==> src/rtl/fetch_unit.sv <==
// Instruction-fetch stage: owns the PC, fetches 16-bit words over a req/ack port,
// holds them in the instruction register and steers the next PC from the decoder.
module fetch_unit #(
    parameter int                  PC_WIDTH = 16,
    parameter logic [PC_WIDTH-1:0] RESET_PC = '0
) (
    input  logic                i_clk,
    input  logic                i_rst_n,
    input  logic                i_run,
    output logic                o_imem_req,
    output logic [PC_WIDTH-1:0] o_imem_addr,
    input  logic                i_imem_ack,
    input  logic [15:0]         i_imem_rdata,
    output logic [15:0]         o_instruction,
    output logic                o_instrValid,
    input  logic [1:0]          i_nextPCSel,
    input  logic [15:0]         i_branchImm,
    input  logic [15:0]         i_branchReg,
    input  logic                i_execStall,
    output logic [PC_WIDTH-1:0] o_pc,
    output logic [15:0]         o_retired
);

    typedef enum logic [1:0] {
        IDLE,
        FETCH,
        EXEC
    } state_t;

    state_t              r_state;
    state_t              w_nextState;
    logic [PC_WIDTH-1:0] r_pc;
    logic [PC_WIDTH-1:0] w_target;
    logic [15:0]         r_ir;
    logic [15:0]         r_retired;
    logic                w_loadIr;
    logic                w_retire;

    always_ff @(posedge i_clk) begin
        if (!i_rst_n) begin
            r_state <= IDLE;
        end else begin
            r_state <= w_nextState;
        end
    end

    // run is only consulted in IDLE and on EXEC completion, so dropping it mid-fetch still executes
    always_comb begin
        w_nextState = r_state;
        w_loadIr    = 1'b0;
        w_retire    = 1'b0;
        case (r_state)
            IDLE: begin
                if (i_run) begin
                    w_nextState = FETCH;
                end
            end
            FETCH: begin
                if (i_imem_ack) begin
                    w_loadIr    = 1'b1;
                    w_nextState = EXEC;
                end
            end
            EXEC: begin
                if (!i_execStall) begin
                    w_retire    = 1'b1;
                    w_nextState = i_run ? FETCH : IDLE;
                end
            end
            default: begin
                w_nextState = IDLE;
            end
        endcase
    end

    always_comb begin
        w_target = r_pc + PC_WIDTH'(1);
        case (i_nextPCSel)
            2'b01:   w_target = PC_WIDTH'(i_branchImm);
            2'b10:   w_target = PC_WIDTH'(i_branchReg);
            default: w_target = r_pc + PC_WIDTH'(1);
        endcase
    end

    always_ff @(posedge i_clk) begin
        if (!i_rst_n) begin
            r_pc      <= RESET_PC;
            r_ir      <= 16'h0000;
            r_retired <= 16'h0000;
        end else begin
            if (w_loadIr) begin
                r_ir <= i_imem_rdata;
            end
            if (w_retire) begin
                r_pc      <= w_target;
                r_retired <= r_retired + 16'd1;
            end
        end
    end

    assign o_imem_req    = (r_state == FETCH);
    assign o_imem_addr   = r_pc;
    assign o_instrValid  = (r_state == EXEC);
    assign o_instruction = r_ir;
    assign o_pc          = r_pc;
    assign o_retired     = r_retired;

endmodule

==> config.mk <==
export PLATFORM = sky130hd
export DESIGN_NAME = fetch_unit
export DESIGN_NICKNAME = d
export VERILOG_FILES = /design/src/rtl/fetch_unit.sv
export SDC_FILE = /design/constraint.sdc
export NUM_CORES = 1
export LEC_CHECK = 0
export ABC_AREA = 1
export BUFFER_PORTS_ARGS = -buffer_cell sky130_fd_sc_hd__buf_4
export CAP_MARGIN = 10
export CORE_MARGIN = 3
export CORE_UTILIZATION = 35
export CTS_CLUSTER_SIZE = 16
export DETAILED_ROUTE_END_ITERATION = 10
export PLACE_DENSITY_LB_ADDON = 0.08
export SLEW_MARGIN = 20
export SYNTH_ARGS = -nofsm -noshare
export SYNTH_HDL_FRONTEND = slang
export SYNTH_SLANG_ARGS = --single-unit
==> constraint.sdc <==
create_clock -name i_clk -period 1.2 [get_ports i_clk]
set_input_delay 0.06 -clock i_clk [delete_from_list [all_inputs] [get_ports i_clk]]
set_output_delay 0.06 -clock i_clk [all_outputs]
set_load 0.05 [all_outputs]
* After elaboration in Yosys (flattened, before gate mapping)
Index checks and enable logic that the tools add are counted.
** Cells by class
- Eq/ne operators :: 7
- Add/sub/neg operators :: 2
- Reductions and logical operators :: 2
- Multiplexer cells :: 10
** Operators by type and width (number)
- $add 16x1->16 const B :: 2
- $pmux 16 s2 :: 1
- $mux 2 :: 3
- $pmux 2 s3 :: 1
- $mux 1 :: 5
- $eq 2x1->1 const B :: 2
- $eq 2x2->1 const B :: 2
- $ne 2x2->1 const B :: 2
- $reduce_and 3->1 :: 1
- $logic_not 2->1 :: 1
- $ne 2x1->1 const B :: 1
** Word-level totals
- Output and inout bits :: 66
- Logic and storage cells :: 25
- Register bits after elaboration :: 50
- Bits of input ports :: 55

* Longest topological paths before layout
Gate-level depths: netlist of the first run.
- Word-level depth :: 3
- Mapped depth :: 10
- Mapped depth without buffers :: 9

* Worst setup path after synthesis of the first run
OpenSTA, ideal clock, no wires.
- Kind :: flip-flop to flip-flop
- Start point :: reg r_pc[1], in the netlist o_imem_addr[1]
- End point :: reg r_pc[14], in the netlist o_imem_addr[14]
- Library setup time :: 0.120 ns
- Setup slack :: -0.535 ns
- Clock period less this slack :: 1.735 ns
- Path buffers :: 0
- Arrival time :: 1.614 ns
- Cell stages (with the launch flop) :: 9
- Data required time :: 1.080 ns
- Path through :: dfxtp_1 > ha_1 > nand3_1 > nor2_1 > nand2_1 > nand2_1 > nand2_1 > nand2_1 > a21oi_1
** Between the ends
- Longest elaborated chain between the ends :: 2
** Ends and longest elaborated chain
- from (decl) :: RTL line 32 : logic [PC_WIDTH-1:0] r_pc;
- from (signal assigned) :: RTL line 95 : r_pc <= w_target;
- $add 16x1->16 :: RTL line 81 : default: w_target = r_pc + PC_WIDTH'(1);
- $pmux 16 s2 :: RTL line 78 : case (i_nextPCSel)
No other way between the ends.
A chain may end at the register's enable or synchronous reset.

* Worst setup path in the final report of the first run
- Start point :: reg r_state[0]
- End point :: reg r_retired[4], in the netlist o_retired[4]
** Between the ends
- Longest elaborated chain between the ends :: 2
** Ends and longest elaborated chain
- from (decl) :: RTL line 30 : state_t r_state;
- from (signal assigned) :: RTL line 43 : r_state <= w_nextState;
- $eq 2x2->1 :: RTL line 52 : case (r_state)
- $mux 1 :: RTL line 52
- to (signal assigned) :: RTL line 96 : r_retired <= r_retired + 16'd1;
- to (decl) :: RTL line 35 : logic [15:0] r_retired;
No other way between the ends.

==> results of run 1 <==
## final cells by class
type	instances	area share, %
clock buffers	5	1.49
clock inverters	3	0.569
inverters	39	3.28
multi-input cells	314	37.6
flip-flops and latches	50	23.9
well taps	102	2.76
repair buffers	173	30.3
## registers in the layout, summed over array words and instances (netlist names)
name	count
o_instruction	16
r_state	2
o_retired	16
o_imem_addr	16
## routing by layer
layer	routed length [µm]	track usage, %
met1	3820	23.9
met2	4660	35.2
met5	0	0
met4	97	5.26
met3	514	2.94
## per-stage QoR
stage	total power, mW	utilization, %	hold WS (ns)	setup slack (ns)
after floorplan	2.14	-	0.198	-0.0848
after global placement	2.47	52.6	0.341	-0.0248
after detailed placement	2.47	52.6	0.344	-0.0824
after CTS	3.59	55.0	0.00244	-0.101
after global routing	3.77	58.9	0.00121	-0.187
final	3.57	58.9	0.0137	-0.0685
## repair_timing
item | 4_1_cts | 5_1_grt
resized for setup | 17 | 54
buffers inserted | 4 | 17
hold buffers | 1 | 0
setup endpoints to repair | 22 | 34
pin swaps | 6 | 35
hold endpoints to repair | 1 | 0
gates cloned | 0 | 0
## worst max path at each step
stage | from | end | slack (ns) | cells after the start
after CTS | r_state[0] | o_retired[4] | -0.10 | 7
after global routing | r_state[0] | o_retired[8] | -0.19 | 8
after floorplan | o_imem_addr[0] | o_imem_addr[14] | -0.08 | 8
after detailed placement | r_state[1] | o_retired[11] | -0.08 | 7
after global placement | r_state[0] | o_retired[11] | -0.02 | 8
final | r_state[0] | o_retired[4] | -0.07 | 7
## tightest hold or removal path: stages
cell and delay [ns]:
buf_4 0.11, nand3_1 0.07, a21oi_1 0.06
## cell usage after synthesis, drive strengths merged (2+ instances only)
| cell | number |
|---|---|
| nand2 | 117 |
| a21oi | 58 |
| dfxtp | 50 |
| nor2 | 41 |
| inv | 39 |
| nand3 | 39 |
| buf | 28 |
| o21ai | 23 |
| a22o | 11 |
| clkbuf | 8 |
| nand4 | 6 |
| nor3 | 6 |
| ha | 4 |
| o21bai | 3 |
| a211oi | 2 |
| xnor2 | 2 |
## power by group
group          internal [mW]  switching (mW)
clock network          0.435           0.650
registers               1.65          0.0355
logic                  0.355           0.447
total                   2.44            1.13
## kinds of logic after synthesis
logic type	after synthesis
compound gates	97
flops	50
buf+inv	75
simple gates	211
fa+ha+maj	4
xor+xnor	2
==> summary.md, run 1 <==
| Metric | Value |
|---|---|
| Status | `complete, but fails checks` |
| Violations in the final reports | `setup timing` |
| Cells on worst reg2reg path | `7` |
| Clk Latency, worst-skew pair | `0.31 ns` |
| CTS Buffer Depth | `2` |
| CTS buffer count | `5` |
| Worst Max-Slew Pin Slew | `0.322 ns` |
| Diodes inserted | `0` |
| RSZ-0062 raised after global routing | `yes` |
| Skew final | `0.0123 ns` |
| Syn nets | `498` |
| Commonest non-fill, non-tap cells in the layout | `157 x buf_4, 102 x nand2_1, 53 x a21oi_1` |
| Die Wd | `between 90 and 100 µm` |
| CP arrival | `1.47 ns` |
| Critical path peak fanout | `5` |
| Pwr Density | `773 nW/µm²` |
| Register Area | `1110 µm²` |
| Placed Instances | `about 660` |
| Ys async rst share | `0%` |
| CTS tree | `yes` |
| Final worst-path setup slack | `-0.0685 ns` |
| Initial cell density of the core | `36.5%` |
| Multiplexer share of the synthesized area | `0%` |
| Drt first pass iters | `4` |
| Global route overflow | `0` |
| Req. time, crit path | `1.40 ns` |
| Seq cells post-synth | `50` |
| IR drop worst, VDD | `between 0.6 and 0.7 mV` |
| Cell Rows | `32` |
| Post-synthesis simple-gate area fraction | `between 30% and 40%` |
| Buf/Inv on CP | `1` |
| Pleak | `2.04 nW` |
| Vias per Instance | `approximately 4.9` |
| Complex-gate fraction of the synthesized area | `18.8%` |
| WL/cell | `13.2 µm` |
| Mean Syn Cell Area | `6.52 µm²` |
| Post-DP Area | `4130 µm²` |
| DIE HEIGHT | `between 90 and 100 µm` |
| Final setup fails | `10` |
| FMAX | `roughly 800 MHz` |
| Slew headroom | `between 70% and 80%` |
| Ys Warns | `0` |
| Synth Area in Adders | `1.75%` |
| Via count | `3387` |
| PortBufs | `between 100 and 150` |
| Worst R2R End | `o_retired[4]` |
| Clock Sinks | `50` |
| Seq/Total Area, Yosys | `35.0%` |
| CP most frequent cell | `nor2_4` |
| Global-route wire length before repair | `14.3 mm` |
| DRC Markers | `0` |
| Leading area contributor after synthesis | `dfxtp_1` |
| Post-Syn Area | `2860 µm²` |
| Xor/xnor share of the synthesized area | `0.612%` |
| Largest family of logic cells by synthesized area | `simple AND/OR/NAND/NOR gates` |
| Ports | `approximately 120` |
| EDFF count, synth | `0` |
| Fin. Hold Viols | `0` |
| Area delta synth->final | `61.4%` |
| Antenna viol nets, final | `0` |
| Commonest non-fill, non-tap cell in the layout | `buf_4` |
| Final instance area | `about 4600 µm²` |
| Slowest cell on crit path | `dfxtp_2` |
| Hold WC Path Type | `input pin to flip-flop` |
| Crit share post-route | `106%` |
| WHS Endpoint | `o_instruction[15]` |
| Critical path class | `flip-flop to flip-flop` |
| Multi-input logic area | `around 1700 µm²` |
| Gpl congestion | `0.812` |
| Slew Viols, Final | `0` |
| Nets | `642` |
| Crit path cell chain | `inv_4 > nand2_4 > nor2_4 > nand3_2 > nor2_4 > xnor2_1 > nor2_1` |
| Largest net degree at the start of global routing | `22` |
| Syn Inst Count | `~440` |
| Fill count | `736` |
| Hold path depth | `3` |
| Post-synth top flop | `dfxtp_1` |
| R2R Setup Slk | `-0.07 ns` |
| Fin Setup TNS | `-0.355 ns` |
| Core area | `7850 µm²` |
| Initial antenna violation count | `0` |
| Number of global-route vias before repair | `3054` |
| Clk pin slew, worst setup/hold paths | `about 0.11 ns` |
| Die area | `9300 µm²` |
| Clock root buffer | `clkbuf_8` |
| Share of cells above drive strength 1 | `between 40% and 50%` |
| DRT iter0 DRCs | `91` |
| Slowest cell delay on critical path | `about 0.34 ns` |
| H-tree Lvls | `2` |
| Top cells by area, synth | `dfxtp_1 35%, nand2_1 15%, a21oi_1 10%` |
| MaxCap Viol Count | `0` |
| Critical R2R Launch | `r_state[0]` |
| CP top delay family | `simple AND/OR/NAND/NOR gates` |
| Top cell type's share of synthesized area | `35.0%` |
| Crit. End Element | `flip-flop` |
| Critical path launch point type | `flip-flop` |
| Distinct cell type count after synthesis | `26` |
| Hold wc startpoint | `i_imem_rdata[15]` |
| Post-route insts no fill | `686` |
| GR Util All Layers | `19.5%` |
| Final wirelength | `9.08 mm` |
| Final min period | `1.27 ns` |
| Detail Placement HPWL | `~6.6 mm` |
Power figures use the tool's default switching activity.
==> run 2, diff against run 1 <==
--- a/config.mk
+++ b/config.mk
@@ -6,6 +6,7 @@
 export NUM_CORES = 1
 export LEC_CHECK = 0
 export ABC_AREA = 1
+export ABC_CLOCK_PERIOD_IN_PS = 1200
 export BUFFER_PORTS_ARGS = -buffer_cell sky130_fd_sc_hd__buf_4
 export CAP_MARGIN = 10
 export CORE_MARGIN = 3
@@ -13,6 +14,7 @@
 export CTS_CLUSTER_SIZE = 16
 export DETAILED_ROUTE_END_ITERATION = 10
 export PLACE_DENSITY_LB_ADDON = 0.08
+export SKIP_CTS_REPAIR_TIMING = 1
 export SLEW_MARGIN = 20
 export SYNTH_ARGS = -nofsm -noshare
 export SYNTH_HDL_FRONTEND = slang
==> summary.md, run 2 (synthesized netlist as in run 1, its figures left out) <==
| Metric | Value |
|---|---|
| Status | `complete, but fails checks` |
| Violations in the final reports | `setup timing` |
| Final setup fails | `23 (+13)` |
| DRT iter0 DRCs | `62 (-32%)` |
| FMAX | `747 MHz (-5.2%)` |
| H-tree Lvls | `2 (unchanged)` |
| Clock root buffer | `clkbuf_8` |
| Critical Path Source | `r_state[0]` |
| Clk Latency, worst-skew pair | `0.31 ns (about the same)` |
| Commonest non-fill, non-tap cells in the layout | `147 x buf_4, 111 x nand2_1, 55 x a21oi_1` |
| Detail Route met2 WL | `4.64 mm (-0.37%)` |
| CTS buffer count | `5 (unchanged)` |
| Nets | `628 (-2.2%)` |
| Initial cell density of the core | `36.5% (unchanged)` |
| Multi-input logic area | `1660 µm² (-4.7%)` |
| Clock Power Share | `30.6% (+0.2 points)` |
| Worst Max-Slew Pin Slew | `0.319 ns (-0.00301 ns)` |
| Global route overflow | `0 (unchanged)` |
| Clk pin slew, worst setup/hold paths | `0.11 ns (about the same)` |
| Top Layer Used | `met4` |
| Core area | `7850 µm² (unchanged)` |
| MaxCap Viol Count | `0 (unchanged)` |
| DIE HEIGHT | `96.4 µm (unchanged)` |
| Post-route insts no fill | `672 (-2.0%)` |
| WL/cell | `13.4 µm (+1.3%)` |
| Placed Instances | `656 (unchanged)` |
| Global-route wire length before repair | `14.0 mm (-2.4%)` |
| Crit path cell chain | `inv_4 > nor2_2 > buf_4 > buf_4` |
| Antenna viol nets, final | `0 (unchanged)` |
| Hold wc startpoint | `i_imem_rdata[15]` |
| Internal Pwr Total | `2.42 mW (-0.67%)` |
| M1 WL | `3.81 mm (-0.24%)` |
| Critical path launch point type | `flip-flop` |
| Largest net degree at the start of global routing | `22 (unchanged)` |
| RSZ-0062 raised after global routing | `yes` |
| Fin. Hold Viols | `0 (unchanged)` |
| Crit share post-route | `112% (+5.8 points)` |
| Skew final | `0.0112 ns (-0.00107 ns)` |
| Slowest cell delay on critical path | `0.35 ns (about the same)` |
| Number of global-route vias before repair | `2998 (-1.8%)` |
| Slowest cell on crit path | `dfxtp_2` |
| Commonest non-fill, non-tap cell in the layout | `buf_4` |
| PortBufs | `120 (unchanged)` |
| CTS tree | `yes` |
| Diodes inserted | `0 (unchanged)` |
| Critical path class | `flip-flop to output pin` |
| Via count | `3320 (-2.0%)` |
| Vias per Instance | `4.94 (about the same)` |
| Fin Setup TNS | `-0.967 ns (-0.612 ns)` |
| Post-DP Area | `4130 µm² (unchanged)` |
| Critical R2R Launch | `r_state[0]` |
| Final wirelength | `9.02 mm (-0.73%)` |
| Req. time, crit path | `1.14 ns (-0.26 ns)` |
| Die Wd | `96.4 µm (unchanged)` |
| Combinational power share | `21.9% (-0.6 points)` |
| Initial antenna violation count | `0 (unchanged)` |
| Detail Placement HPWL | `6.57 mm (unchanged)` |
| Gpl congestion | `0.812 (unchanged)` |
| Final instance area | `4420 µm² (-4.3%)` |
| Die area | `9300 µm² (unchanged)` |
| Area delta synth->final | `54.6%` |
| IR drop worst, VDD | `0.576 mV (-5.3%)` |
| GR Util All Layers | `19.0% (-0.45 points)` |
| CTS Buffer Depth | `2 (unchanged)` |
| Slew headroom | `78.7% (+0.20 points)` |
| Sw frac | `31.7% (about the same)` |
| Register Area | `1100 µm² (-0.45%)` |
| Crit. End Element | `output pin` |
| Hold_ws | `0.0157 ns (+0.00197 ns)` |
| Clock Sinks | `50 (unchanged)` |
| Final worst-path setup slack | `-0.139 ns (-0.0702 ns)` |
| Final min period | `1.34 ns (+0.0702 ns)` |
| Routed wl met3 | `496 µm (-3.5%)` |
| Slew Viols, Final | `0 (unchanged)` |
| NetSw | `1.12 mW (-0.70%)` |
| Sequential power share | `47.6% (+0.5 points)` |
| Ports | `121 (unchanged)` |
| CP arrival | `1.28 ns (-0.19 ns)` |
| Pwr Density | `802 nW/µm² (+3.7%)` |
| Final core occ | `56.4% (-2.5 points)` |
| Drt first pass iters | `4 (unchanged)` |
| Fill count | `775 (+5.3%)` |
| Cell Rows | `32 (unchanged)` |
| Share of cells above drive strength 1 | `41.1% (-4.5 points)` |
| Pleak | `1.91 nW (-6.1%)` |
| Hold WC Path Type | `input pin to flip-flop` |
| CP most frequent cell | `buf_4` |
| Critical path peak fanout | `8 (+3)` |
| DRC Markers | `0 (unchanged)` |
-- run 2: through the flow --
step | power (mW) | setup WS [ns]
floorplan | 2.14 | -0.0848
global placement | 2.47 | -0.0248
detailed placement | 2.47 | -0.0824
CTS | 3.57 | -0.135
global route | 3.73 | -0.228
finish | 3.55 | -0.139
-- run 2: final cells by class --
cell class                      count  area share (%)
Clock inverter                      3           0.594
Sequential cell                    50            24.9
Tap cell                          102            2.89
Clock buffer                        5            1.56
Multi-Input combinational cell    314            37.5
Inverter                           39            3.37
Timing Repair Buffer              159            29.3
-- run 2: power by group through the flow --
| stage | sequential (mW) | combinational [mW] | clock (mW) |
|---|---|---|---|
| after floorplan | 1.83 | 0.305 | 0 |
| after global placement | 1.72 | 0.746 | 0 |
| after detailed placement | 1.72 | 0.753 | 0 |
| after CTS | 1.68 | 0.755 | 1.13 |
| after global routing | 1.69 | 0.834 | 1.20 |
| final | 1.69 | 0.776 | 1.08 |
-- run 2: critical path, delay by kind of cell, from the launching register on --
kind,cells,cell delay [ns]
buffers and inverters,3,0.44
flip-flops,1,0.35
AND/OR/NAND/NOR,1,0.17
-- run 2: per-layer routing --
metal	vias to the layer above	track usage [%]
met3	6	3.02
met4	0	4.79
met1	1527	23.6
li1	1694	-
met5	-	0
met2	93	34.2
-- run 2: path summary, 6_finish.rpt --
kind | end | slack (ns) | cells past startpoint
max | o_imem_req | -0.14 | 4
min | o_instruction[15] | 0.02 | 3
max reg2reg | o_retired[8] | -0.11 | 7
min reg2reg | o_instruction[7] | 0.47 | 2
==> run 3, diff against run 2 <==
--- a/config.mk
+++ b/config.mk
@@ -11,8 +11,10 @@
 export CAP_MARGIN = 10
 export CORE_MARGIN = 3
 export CORE_UTILIZATION = 35
+export CTS_BUF_LIST = sky130_fd_sc_hd__clkbuf_16
 export CTS_CLUSTER_SIZE = 16
 export DETAILED_ROUTE_END_ITERATION = 10
+export GPL_TIMING_DRIVEN = 0
 export PLACE_DENSITY_LB_ADDON = 0.08
 export SKIP_CTS_REPAIR_TIMING = 1
 export SLEW_MARGIN = 20
==> summary.md, run 3 (synthesized netlist as in run 1, its figures left out) <==
| Metric | Value |
|---|---|
| Worst Max-Slew Pin Slew | `0.648 ns (+0.329 ns)` |
| FMAX | `751 MHz (+0.55%)` |
| Hold wc startpoint | `i_run` |
| Top Layer Used | `met4` |
| Violations in the final reports | `setup timing` |
| Slew headroom | `56.8% (-22 points)` |
| Clock root buffer | `clkbuf_16` |
| Initial antenna violation count | `0 (unchanged)` |
| Worst R2R End | `o_retired[8]` |
| Via count | `3446 (+3.8%)` |
| Cells on worst reg2reg path | `8 (+1)` |
| Crit. End Element | `flip-flop` |
| Cell Rows | `32 (unchanged)` |
| Clk pin slew, worst setup/hold paths | `0.08 ns (-0.03 ns)` |
| Skew final | `0.00781 ns (-0.00343 ns)` |
| Detail Route met2 WL | `4.99 mm (+7.5%)` |
| PortBufs | `119 (-0.83%)` |
| Post-route insts no fill | `698 (+3.9%)` |
| Core area | `7850 µm² (unchanged)` |
| Critical path class | `flip-flop to flip-flop` |
| Final min period | `1.33 ns (-0.00728 ns)` |
| DRC Markers | `0 (unchanged)` |
| Final setup fails | `26 (+13%)` |
| Hold_ws | `0.0347 ns (+0.0190 ns)` |
| Pwr Density | `836 nW/µm² (+4.3%)` |
| Largest net degree at the start of global routing | `19 (-14%)` |
| Fill count | `734 (-5.3%)` |
| Tot Pwr | `4.01 mW (+13%)` |
| Req. time, crit path | `1.38 ns (+0.24 ns)` |
| Vias per Instance | `4.94 (about the same)` |
| H-tree Lvls | `2 (unchanged)` |
| Final worst-path setup slack | `-0.131 ns (+0.00728 ns)` |
| Antenna viol nets, final | `0 (unchanged)` |
| DRT iter0 DRCs | `104 (+68%)` |
| Final wirelength | `9.75 mm (+8.1%)` |
| Sequential power share | `42.2% (-5.4 points)` |
| Clock Sinks | `50 (unchanged)` |
| Slew Viols, Final | `0 (unchanged)` |
| Diodes inserted | `0 (unchanged)` |
| Critical path launch point type | `flip-flop` |
| Hold WC Path Type | `input pin to flip-flop` |
| Ports | `121 (unchanged)` |
| Initial cell density of the core | `36.5% (unchanged)` |
| WHS Endpoint | `r_state[0]` |
| Die area | `9300 µm² (unchanged)` |
| Crit share post-route | `111% (-0.61 points)` |
| Clk Latency, worst-skew pair | `0.29 ns (-0.02 ns)` |
| Combinational power share | `20.5% (-1.4 points)` |
| Critical R2R Launch | `r_state[0]` |
| Placed Instances | `660 (+0.61%)` |
| RSZ-0062 raised after global routing | `yes` |
| M1 WL | `3.99 mm (+4.9%)` |
| Final instance area | `4790 µm² (+8.4%)` |
| IR drop worst, VDD | `0.557 mV (-3.1%)` |
| Nets | `654 (+4.1%)` |
| NetSw | `1.21 mW (+7.3%)` |
| DIE HEIGHT | `96.4 µm (unchanged)` |
| Sw frac | `30.1% (-1.6 points)` |
| WL/cell | `14.0 µm (+4.1%)` |
| Internal Pwr Total | `2.80 mW (+16%)` |
| Detail Placement HPWL | `6.81 mm (+3.6%)` |
| Routed wl met3 | `662 µm (+33%)` |
| Commonest non-fill, non-tap cell in the layout | `buf_4` |
| Global-route wire length before repair | `14.0 mm (+0.34%)` |
| CTS Buffer Depth | `2 (unchanged)` |
| Final core occ | `61.1% (+4.7 points)` |
| Gpl congestion | `0.823 (+1.4%)` |
| CTS buffer count | `5 (unchanged)` |
| R2R Setup Slk | `-0.13 ns (-0.02 ns)` |
| Area delta synth->final | `67.6%` |
| CTS tree | `yes` |
| Hold path depth | `3 (unchanged)` |
| GR Util All Layers | `19.2% (+0.23 points)` |
| Share of cells above drive strength 1 | `47.3% (+6.3 points)` |
| Commonest non-fill, non-tap cells in the layout | `160 x buf_4, 106 x nand2_1, 53 x a21oi_1` |
| Post-DP Area | `4050 µm² (-1.9%)` |
| Global route overflow | `0 (unchanged)` |
| Drt first pass iters | `4 (unchanged)` |
| CP arrival | `1.51 ns (+0.23 ns)` |
| Die Wd | `96.4 µm (unchanged)` |
| Pleak | `2.13 nW (+11%)` |
| Number of global-route vias before repair | `2984 (-0.47%)` |
| Clock Power Share | `37.4% (+6.8 points)` |
| MaxCap Viol Count | `0 (unchanged)` |
| Critical path peak fanout | `5 (-3)` |
| Fin. Hold Viols | `0 (unchanged)` |
| Status | `complete, but fails checks` |
## run 3: final cells by class
type,count,area (µm²),area share (%)
inverters,39,149,3.11
flip-flops and latches,50,1100,23.0
clock buffers,5,125,2.61
multi-input cells,314,1830,38.1
clock inverters,3,28.8,0.600
well taps,102,128,2.66
repair buffers,151,1180,24.7
plain buffers,34,250,5.22
## run 3: layer usage
metal	vias to the layer above	track usage, %
met5	-	0
li1	1751	-
met2	104	34.2
met1	1581	24.0
met3	10	3.33
met4	0	4.91
## run 3: worst max-delay path, cell delays in order (launching register included)
cell and delay (ns):
dfxtp_2 0.33, inv_4 0.09, nand2_4 0.07, nor2_4 0.22, nand3_4 0.11, nor2_4 0.20, nand2_1 0.08, nand2_1 0.08
a21oi_2 0.04
## run 3: worst max-delay path by stage
stage                            endpoint            from  depth (start not counted)
after floorplan           o_imem_addr[14]  o_imem_addr[0]                          8
after global placement    o_imem_addr[12]  i_nextPCSel[1]                         11
after detailed placement  o_imem_addr[11]  i_nextPCSel[0]                          8
after CTS                      o_imem_req      r_state[0]                          4
after global routing        o_retired[11]      r_state[0]                          8
final                        o_retired[8]      r_state[0]                          8
## run 3: power by group through the flow
| stage | sequential [mW] | combinational (mW) | clock, mW |
|---|---|---|---|
| 3_5_place_dp | 1.73 | 0.712 | 0 |
| 4_1_cts | 1.69 | 0.715 | 1.52 |
| 3_3_place_gp | 1.72 | 0.708 | 0 |
| 5_1_grt | 1.70 | 0.879 | 1.59 |
| 6_report | 1.69 | 0.820 | 1.50 |
| 2_1_floorplan | 1.83 | 0.305 | 0 |
## run 3: per-stage QoR
| step | worst slack [ns] | TNS (ns) |
|---|---|---|
| 6_report | -0.131 | -1.62 |
| 3_3_place_gp | -0.385 | -8.41 |
| 2_1_floorplan | -0.0848 | -0.263 |
| 4_1_cts | -0.344 | -7.14 |
| 3_5_place_dp | -0.389 | -9.36 |
| 5_1_grt | -0.231 | -4.11 |
